--- config.mk ---
export PLATFORM = sky130hd
export DESIGN_NAME = glb_write_arbiter
export DESIGN_NICKNAME = d
export VERILOG_FILES = /design/src/rtl/glb_write_arbiter.sv
export SDC_FILE = /design/constraint.sdc
export NUM_CORES = 1
export LEC_CHECK = 0
export BUFFER_PORTS_ARGS = -buffer_cell sky130_fd_sc_hd__buf_4
export CAP_MARGIN = 15
export CORE_ASPECT_RATIO = 0.75
export CORE_MARGIN = 10
export CORE_UTILIZATION = 45
export DETAILED_ROUTE_END_ITERATION = 8
export PLACE_DENSITY_LB_ADDON = 0.3
export SYNTH_ARGS = -nofsm -noshare
export SYNTH_HDL_FRONTEND = slang
export SYNTH_SLANG_ARGS = --single-unit
export TNS_END_PERCENT = 5
--- constraint.sdc ---
create_clock -name clk -period 4.61 [get_ports clk]
set_input_delay 0.2305 -clock clk [delete_from_list [all_inputs] [get_ports clk]]
set_output_delay 0.2305 -clock clk [all_outputs]
set_load 0.01 [all_outputs]
--- src/rtl/glb_write_arbiter.sv ---
// glb_write_arbiter: round-robin arbiter that shares one valid/ready GLB write
// channel among NUM_SRC streaming sources. It arms on the falling edge of
// flush and grants bursts of up to BURST_LEN accepted beats per source. It
// raises all_done once every source has reported done.
// Optional: define GLB_ARB_STATS_EN to add the beat_total accepted-beat counter.
module glb_write_arbiter #(
  parameter int NUM_SRC   = 4,
  parameter int DATA_W    = 16,
  parameter int BURST_LEN = 8,
  localparam int ID_W     = (NUM_SRC > 1) ? $clog2(NUM_SRC) : 1,
  localparam int CNT_W    = $clog2(BURST_LEN + 1)
) (
  input  logic                      clk,
  input  logic                      rst,
  input  logic                      flush,
  input  logic [NUM_SRC*DATA_W-1:0] src_data,
  input  logic [NUM_SRC-1:0]        src_valid,
  output logic [NUM_SRC-1:0]        src_ready,
  input  logic [NUM_SRC-1:0]        src_done,
  output logic [DATA_W-1:0]         out_data,
  output logic                      out_valid,
  input  logic                      out_ready,
  output logic [ID_W-1:0]           out_src_id,
  output logic                      all_done
`ifdef GLB_ARB_STATS_EN
  ,
  output logic [31:0]               beat_total
`endif
);

  typedef enum logic [1:0] {S_IDLE, S_ARB, S_GRANT, S_DONE} state_t;

  state_t               state_q, state_d;
  logic                 flush_q;
  logic [ID_W-1:0]      rr_ptr_q, rr_ptr_d;
  logic [ID_W-1:0]      grant_q, grant_d;
  logic [CNT_W-1:0]     beat_cnt_q, beat_cnt_d;
  logic [NUM_SRC-1:0]   done_seen_q, done_seen_d;

  logic                 flush_fall, flush_rise;
  logic [NUM_SRC-1:0]   eligible;
  logic                 pick_found;
  logic [ID_W-1:0]      pick_idx;
  logic [DATA_W-1:0]    g_data;
  logic                 g_valid, g_done;
  logic                 accept, last_beat;
  logic [ID_W-1:0]      rr_next;

  assign flush_fall = flush_q & ~flush;
  assign flush_rise = flush & ~flush_q;

  // A source asserting done this cycle is excluded even if it is also valid.
  assign eligible = src_valid & ~done_seen_q & ~src_done;

  // Round-robin pick: first eligible source starting at rr_ptr, wrapping.
  always_comb begin
    int idx;
    idx        = 0;
    pick_found = 1'b0;
    pick_idx   = '0;
    for (int k = 0; k < NUM_SRC; k++) begin
      idx = int'(rr_ptr_q) + k;
      if (idx >= NUM_SRC) idx = idx - NUM_SRC;
      if (!pick_found && eligible[idx]) begin
        pick_found = 1'b1;
        pick_idx   = ID_W'(idx);
      end
    end
  end

  // Mux out the granted source's data, valid and done.
  always_comb begin
    g_data  = '0;
    g_valid = 1'b0;
    g_done  = 1'b0;
    for (int i = 0; i < NUM_SRC; i++) begin
      if (grant_q == ID_W'(i)) begin
        g_data  = src_data[i*DATA_W +: DATA_W];
        g_valid = src_valid[i];
        g_done  = src_done[i];
      end
    end
  end

  assign accept    = (state_q == S_GRANT) && g_valid && out_ready;
  assign last_beat = accept && (beat_cnt_q == CNT_W'(BURST_LEN - 1));
  assign rr_next   = (grant_q == ID_W'(NUM_SRC - 1)) ? '0 : grant_q + 1'b1;

  // State and bookkeeping registers with synchronous reset.
  always_ff @(posedge clk) begin
    if (rst) begin
      state_q     <= S_IDLE;
      flush_q     <= 1'b0;
      rr_ptr_q    <= '0;
      grant_q     <= '0;
      beat_cnt_q  <= '0;
      done_seen_q <= '0;
    end else begin
      state_q     <= state_d;
      flush_q     <= flush;
      rr_ptr_q    <= rr_ptr_d;
      grant_q     <= grant_d;
      beat_cnt_q  <= beat_cnt_d;
      done_seen_q <= done_seen_d;
    end
  end

  // Next-state logic: arming, arbitration, burst release and completion.
  always_comb begin
    state_d     = state_q;
    rr_ptr_d    = rr_ptr_q;
    grant_d     = grant_q;
    beat_cnt_d  = beat_cnt_q;
    done_seen_d = done_seen_q;
    if (state_q != S_IDLE) done_seen_d = done_seen_q | src_done;
    case (state_q)
      S_IDLE: begin
        if (flush_fall) begin
          state_d     = S_ARB;
          done_seen_d = '0;
        end
      end
      S_ARB: begin
        if (flush_rise) begin
          state_d = S_IDLE;
        end else if (pick_found) begin
          grant_d    = pick_idx;
          beat_cnt_d = '0;
          state_d    = S_GRANT;
        end else if (&done_seen_q) begin
          state_d = S_DONE;
        end
      end
      S_GRANT: begin
        // The beat on a release cycle still counts; the handshake is combinational.
        if (accept) beat_cnt_d = beat_cnt_q + 1'b1;
        if (flush_rise) begin
          state_d = S_IDLE;
        end else if (last_beat || !g_valid || g_done) begin
          state_d  = S_ARB;
          rr_ptr_d = rr_next;
        end
      end
      S_DONE: begin
        if (flush_fall) begin
          state_d     = S_ARB;
          done_seen_d = '0;
        end
      end
      default: state_d = S_IDLE;
    endcase
  end

  // Outputs: zero-latency passthrough while granted, all_done in DONE, else zero.
  always_comb begin
    out_data   = '0;
    out_valid  = 1'b0;
    src_ready  = '0;
    out_src_id = '0;
    all_done   = 1'b0;
    case (state_q)
      S_GRANT: begin
        out_data   = g_data;
        out_valid  = g_valid;
        out_src_id = grant_q;
        for (int i = 0; i < NUM_SRC; i++)
          src_ready[i] = (grant_q == ID_W'(i)) & out_ready;
      end
      S_DONE:  all_done = 1'b1;
      default: ;
    endcase
  end

`ifdef GLB_ARB_STATS_EN
  logic [31:0] beat_total_q;

  // Saturating count of accepted beats since the last arm.
  always_ff @(posedge clk) begin
    if (rst)                             beat_total_q <= '0;
    else if (flush_fall)                 beat_total_q <= '0;
    else if (accept && ~&beat_total_q)   beat_total_q <= beat_total_q + 32'd1;
  end

  assign beat_total = beat_total_q;
`endif

endmodule

==> flow_metrics.env, run 1 <==
export IMPL_clk_pin_slew_ps=70
export IMPL_cts_resized=0
export IMPL_route_detailed_drc=0
export IMPL_setup_slack_ps=1760
export IMPL_rsz0062_at_grt="no"
export IMPL_initial_core_util_pct=46.3
export IMPL_drt_pass1_iter_count=4
export IMPL_hold_path_class="primary input to flip-flop"
export IMPL_path_class="flip-flop to flip-flop"
export IMPL_worst_setup_path_start_kind="flip-flop"
export IMPL_die_x_um=90.4
export IMPL_synthArstFlopShare_pct=0
export IMPL_setup_worst_path_end="state_q[1]"
export IMPL_cts_hold_buf=0
export IMPL_final_cells=369
export IMPL_overflow=0
export IMPL_synthTopCellsByArea="dfxtp_1 (18%), nor2b_1 (14%), a221oi_1 (8.9%), a21oi_1 (8.4%), ha_1 (6.7%)"
export IMPL_power_uw=540
export IMPL_post_place_ws_ps=1790
export IMPL_seq_power_share_pct=28.8
export IMPL_synth_edff_count=0
export IMPL_worstMarginPinSlew_ps=939
export IMPL_drv_cap=0
export IMPL_yosysTopAreaCellShare_pct=17.9
export IMPL_finClkSkew_ps=3.92
export IMPL_hold_violations=0
export IMPL_power_leakage_nw=1.12
export IMPL_row_count=19
export IMPL_cts_tree="yes"
export IMPL_finalSetupTns_ps=0
export IMPL_ys_warn_count=0
export IMPL_p_per_area_mw_per_mm2=217
export IMPL_yosys_area_share_xor_xnor_pct=0
export IMPL_layout_commonest_cell="buf_4"
export IMPL_synth_nets=313
export IMPL_clock_latency_ps=260
export IMPL_vias=2042
export IMPL_die_area_mm2=0.00659
export IMPL_synth_mux_area_share_pct=3.36
export IMPL_required_ps=4760
export IMPL_p_clk_share_pct=21.2
export IMPL_power_switching_uw=201
export IMPL_fill_cells=311
export IMPL_pwr_share_comb_pct=50.0
export IMPL_synth_compound_area_share_pct=28.0
export IMPL_critPathCaptureType="flip-flop"
export IMPL_fmax_mhz=351
export IMPL_grt_max_degree=39
export IMPL_outcome="finished, final reports clean"
export IMPL_whs_path_depth=2
export IMPL_synth_seq_area_share_pct=17.9
export IMPL_r2r_cells=7
export IMPL_internal_power_uw=339
export IMPL_cts_sinks=15
export IMPL_track_usage_pct=17.7
export IMPL_setup_viol=0
export IMPL_via_per_inst=5.53
export IMPL_yosys_area_top_type="dfxtp_1"
export IMPL_period_minus_slack_ps=2850
export IMPL_clockBufferDepth=2
export IMPL_fin_hold_ws_ps=208
export IMPL_crit_start="grant_q[1]"
export IMPL_totalWireLength_mm=6.30
export IMPL_placed_cells=364
export IMPL_avgRoutedWirePerCell_um=17.1
export IMPL_hpwl_mm=4.91
export IMPL_cp_arrival_ps=3000
export IMPL_synth_cell_area_mm2=0.00167
export IMPL_clockRootBuffer="clkbuf_8"
export IMPL_final_max_slew_viol_count=0
export IMPL_port_buffers=99
export IMPL_first_global_vias=1976
export IMPL_rr_startpoint="grant_q[1]"
export IMPL_layout_common_cells="buf_4 (100), nor2b_1 (37), a21oi_1 (28), nor3_1 (19), a221oi_1 (17)"
export IMPL_synth_fa_ha_area_share_pct=6.73
export IMPL_yosysUniqueCellTypes=45
export IMPL_yosys_area_share_simple_pct=37.7
export IMPL_syn_area_per_cell_um2=7.34
export IMPL_core_region_area_mm2=0.00361
export IMPL_ys_ff_latch=15
export IMPL_critical_path_max_fanout=22
export IMPL_netSwitchingFraction_pct=37.2
export IMPL_cts_setup_buffers=0
export IMPL_place_congestion=0.853
export IMPL_r2r_end="state_q[1]"
export IMPL_ant_nets=0
export IMPL_synth_cells=228
export IMPL_htree_num_levels=1
export IMPL_antenna_found_initial=0
export IMPL_slew_headroom_pct=37.4
export IMPL_synth_top_family_by_area="simple AND/OR/NAND/NOR gates"
export IMPL_ir_drop_mv=0.178
export IMPL_layout_drive_gt1_share_pct=35.0
export IMPL_grt_pass1_wl_mm=9.76
export IMPL_synthToLayoutAreaGrowth_pct=48.8
export IMPL_final_period_utilization_pct=61.8
export IMPL_io_pins=100
export IMPL_final_nets=403
export IMPL_r2r_setup_slack_ps=1760
export IMPL_n_antenna_cell=0
export IMPL_cts_inserted_buffers=3
export IMPL_synth_flop_cell="dfxtp_1"
export IMPL_die_h_um=72.8
export IMPL_drtIter0Drc=182
-- power groups by stage --
stage                     Clock (mW)  Combinational (mW)  Sequential, mW
final                          0.115               0.270           0.156
after global routing           0.119               0.303           0.157
after CTS                      0.116               0.266           0.155
after detailed placement           0               0.264           0.158
after global placement             0               0.261           0.157
after floorplan                    0               0.173           0.155
-- critical path, stage by stage, from the launching register on --
cell and delay (ps):
dfxtp_1 410, inv_1 110, ha_1 470, nor2b_4 480, a21oi_2 150, or4_4 530, a31oi_1 240, mux2_1 350
-- cell type report --
cell class | instances | area [um2] | area share (%)
flip-flops and latches | 15 | 300 | 12.1
multi-input cells | 188 | 1270 | 50.9
inverters | 9 | 33.8 | 1.36
repair buffers | 101 | 778 | 31.2
well taps | 52 | 65.1 | 2.61
clock buffers | 4 | 45.0 | 1.81
-- per-stage QoR --
step	cell area, um2	utilization, %
finish	2490	68.9
global route	2490	68.9
CTS	2460	68.2
detailed placement	2420	66.9
global placement	2420	66.9
floorplan	1670	-
-- per-layer routing --
metal / wire length, um / global-route usage [%] / vias to the layer above
li1: - / - / 1024
met1: 2790 / 22.2 / 932
met2: 3010 / 29.8 / 80
met3: 446 / 5.14 / 6
met4: 57 / 3.35 / 0
met5: 0 / 0 / -
-- state kept, by name (all words and copies together), names as in the netlist --
register / cells
beat_cnt_q: 4
grant_q: 2
flush_q: 1
done_seen_q: 4
rr_ptr_q: 2
state_q: 2
-- synth_stat cells, types with 3 or more instances --
cell      instances
nand2b_1          8
nor3_1           19
a221oi_1         17
inv_1             9
and3_1            4
nor2b_1          37
nand3_1           5
clkbuf_1         11
a21oi_1          28
nor3b_1           5
buf_2             3
nand2_1           6
o21ai_0           5
dfxtp_1          15
ha_1              9
mux2i_1           3
nor2_1            5
a211o_1           3
-- cells by family after synthesis --
logic type	after synthesis
AND/OR/NAND/NOR	104
buffers and inverters	25
flip-flops	15
AO/OA/AOI/OAI	70
adder cells (fa/ha/maj)	9
multiplexers	5
-- worst min path at each step --
stage                          to  start  slack (ps)
after floorplan           flush_q  flush         360
final                     flush_q  flush         210
after CTS                 flush_q  flush         200
after global placement    flush_q  flush         470
after detailed placement  flush_q  flush         470
after global routing      flush_q  flush         210
(Power assumes the default switching activity.)
==> run 2, diff against run 1 <==
--- a/config.mk
+++ b/config.mk
@@ -9,7 +9,7 @@
 export CAP_MARGIN = 15
 export CORE_ASPECT_RATIO = 0.75
 export CORE_MARGIN = 10
-export CORE_UTILIZATION = 45
+export CORE_UTILIZATION = 44
 export DETAILED_ROUTE_END_ITERATION = 8
 export PLACE_DENSITY_LB_ADDON = 0.3
 export SYNTH_ARGS = -nofsm -noshare
==> constraint.sdc (replaced) <==
create_clock -name clk -period 2.69 [get_ports clk]
set_input_delay 0.1345 -clock clk [delete_from_list [all_inputs] [get_ports clk]]
set_output_delay 0.1345 -clock clk [all_outputs]
set_load 0.01 [all_outputs]
==> flow_metrics.env, run 2 (synthesized netlist as in run 1, its figures left out) <==
export IMPL_io_pins=100
export IMPL_die_h_um=73.4
export IMPL_worstHoldStart="flush"
export IMPL_cp_arrival_ps=2460
export IMPL_core_region_area_mm2=0.00366
export IMPL_place_congestion=0.826
export IMPL_finalSetupTns_ps=0
export IMPL_cts_inserted_buffers=3
export IMPL_ir_drop_mv=0.282
export IMPL_outcome="finished, final reports clean"
export IMPL_totalWireLength_mm=6.34
export IMPL_cts_hold_buf=0
export IMPL_power_leakage_nw=1.13
export IMPL_via_per_inst=5.58
export IMPL_final_max_slew_viol_count=0
export IMPL_row_count=19
export IMPL_r2r_setup_slack_ps=370
export IMPL_r2r_end="state_q[1]"
export IMPL_drv_cap=0
export IMPL_synthToLayoutAreaGrowth_pct=49.0
export IMPL_placed_area_mm2=0.00245
export IMPL_power_uw=926
export IMPL_cts_sinks=15
export IMPL_hold_path_class="primary input to flip-flop"
export IMPL_avgRoutedWirePerCell_um=17.1
export IMPL_cts_tree="yes"
export IMPL_setup_slack_ps=366
export IMPL_layout_commonest_cell="buf_4"
export IMPL_initial_core_util_pct=45.7
export IMPL_track_usage_pct=17.3
export IMPL_cts_setup_buffers=0
export IMPL_reg_largest_list="beat_cnt_q x4, done_seen_q x4"
export IMPL_post_place_ws_ps=478
export IMPL_rr_startpoint="grant_q[1]"
export IMPL_clk_pin_slew_ps=60
export IMPL_first_global_vias=1935
export IMPL_ant_nets=0
export IMPL_p_per_area_mw_per_mm2=372
export IMPL_layout_drive_gt1_share_pct=35.6
export IMPL_critical_path_max_fanout=19
export IMPL_hold_violations=0
export IMPL_whs_path_depth=2
export IMPL_final_period_utilization_pct=86.4
export IMPL_utilization_pct=68.1
export IMPL_grt_max_degree=35
export IMPL_period_minus_slack_ps=2320
export IMPL_clockBufferDepth=2
export IMPL_hpwl_mm=5.02
export IMPL_antenna_found_initial=0
export IMPL_critPathCaptureType="flip-flop"
export IMPL_worst_setup_path_start_kind="flip-flop"
export IMPL_route_detailed_drc=0
export IMPL_fill_cells=342
export IMPL_required_ps=2830
export IMPL_finClkSkew_ps=0.720
export IMPL_port_buffers=99
export IMPL_drtIter0Drc=141
export IMPL_drt_pass1_iter_count=4
export IMPL_final_nets=406
export IMPL_fmax_mhz=430
export IMPL_design_area_mm2=0.00249
export IMPL_htree_num_levels=1
export IMPL_path_class="flip-flop to flip-flop"
export IMPL_rsz0062_at_grt="no"
export IMPL_setup_viol=0
export IMPL_clock_latency_ps=250
export IMPL_n_antenna_cell=0
export IMPL_cts_resized=0
export IMPL_r2r_cells=8
export IMPL_overflow=0
export IMPL_layout_common_cells="buf_4 (104), nor2b_1 (37), a21oi_1 (28), nor3_1 (19), a221oi_1 (17)"
export IMPL_die_area_mm2=0.00670
export IMPL_vias=2075
export IMPL_grt_pass1_wl_mm=9.72
export IMPL_clockRootBuffer="clkbuf_8"
export IMPL_die_x_um=91.2
export IMPL_hold_end="flush_q"
export IMPL_worstMarginPinSlew_ps=462
export IMPL_slew_headroom_pct=68.9
run 2: cell types whose count changed in the layout (fill, tap and decap cells not counted):
cell    change
buf_4       +4
buf_16      -1
run 2: layout make-up:
type / count / area, um2 / share of cell area, %
clock buffers: 4 / 45.0 / 1.81
multi-input cells: 188 / 1270 / 50.9
well taps: 52 / 65.1 / 2.61
flip-flops and latches: 15 / 300 / 12.0
inverters: 9 / 33.8 / 1.35
repair buffers: 104 / 781 / 31.3
run 2: where the power goes:
| part | total (mW) | switching, mW | internal, mW |
|---|---|---|---|
| Combinational | 0.471 | 0.237 | 0.233 |
| Clock | 0.190 | 0.0846 | 0.105 |
| Sequential | 0.266 | 0.0211 | 0.245 |
run 2: worst max-delay path by stage:
stage | slack, ps | cells past startpoint | startpoint | endpoint
final | 370 | 8 | grant_q[1] | state_q[1]
after global routing | 230 | 8 | grant_q[1] | state_q[1]
after CTS | 390 | 8 | grant_q[1] | state_q[1]
after detailed placement | 480 | 7 | grant_q[0] | state_q[1]
after global placement | 570 | 7 | grant_q[0] | state_q[1]
after floorplan | 560 | 8 | grant_q[1] | state_q[1]
run 2: routing by layer:
layer  vias to the layer above  share of wire [%]  global-route usage (%)
met5                         -                  0                       0
met4                         0                1.7                    3.29
met3                        10                7.0                    4.37
met2                        89                 47                    28.6
met1                       945                 44                    22.5
li1                       1031                  -                       -
run 2: critical path, stage by stage (launching register included):
cell and delay (ps):
dfxtp_1 390, inv_1 80, ha_1 250, buf_4 230, a21oi_1 150, a21oi_1 90
o31ai_1 440, a31oi_1 220, mux2_1 350
run 2: per-stage QoR:
stage               hold WS (ps)  instances
finish                       116        372
global route                 121        372
CTS                          112        372
detailed placement           375        368
global placement             366        368
floorplan                    263        228
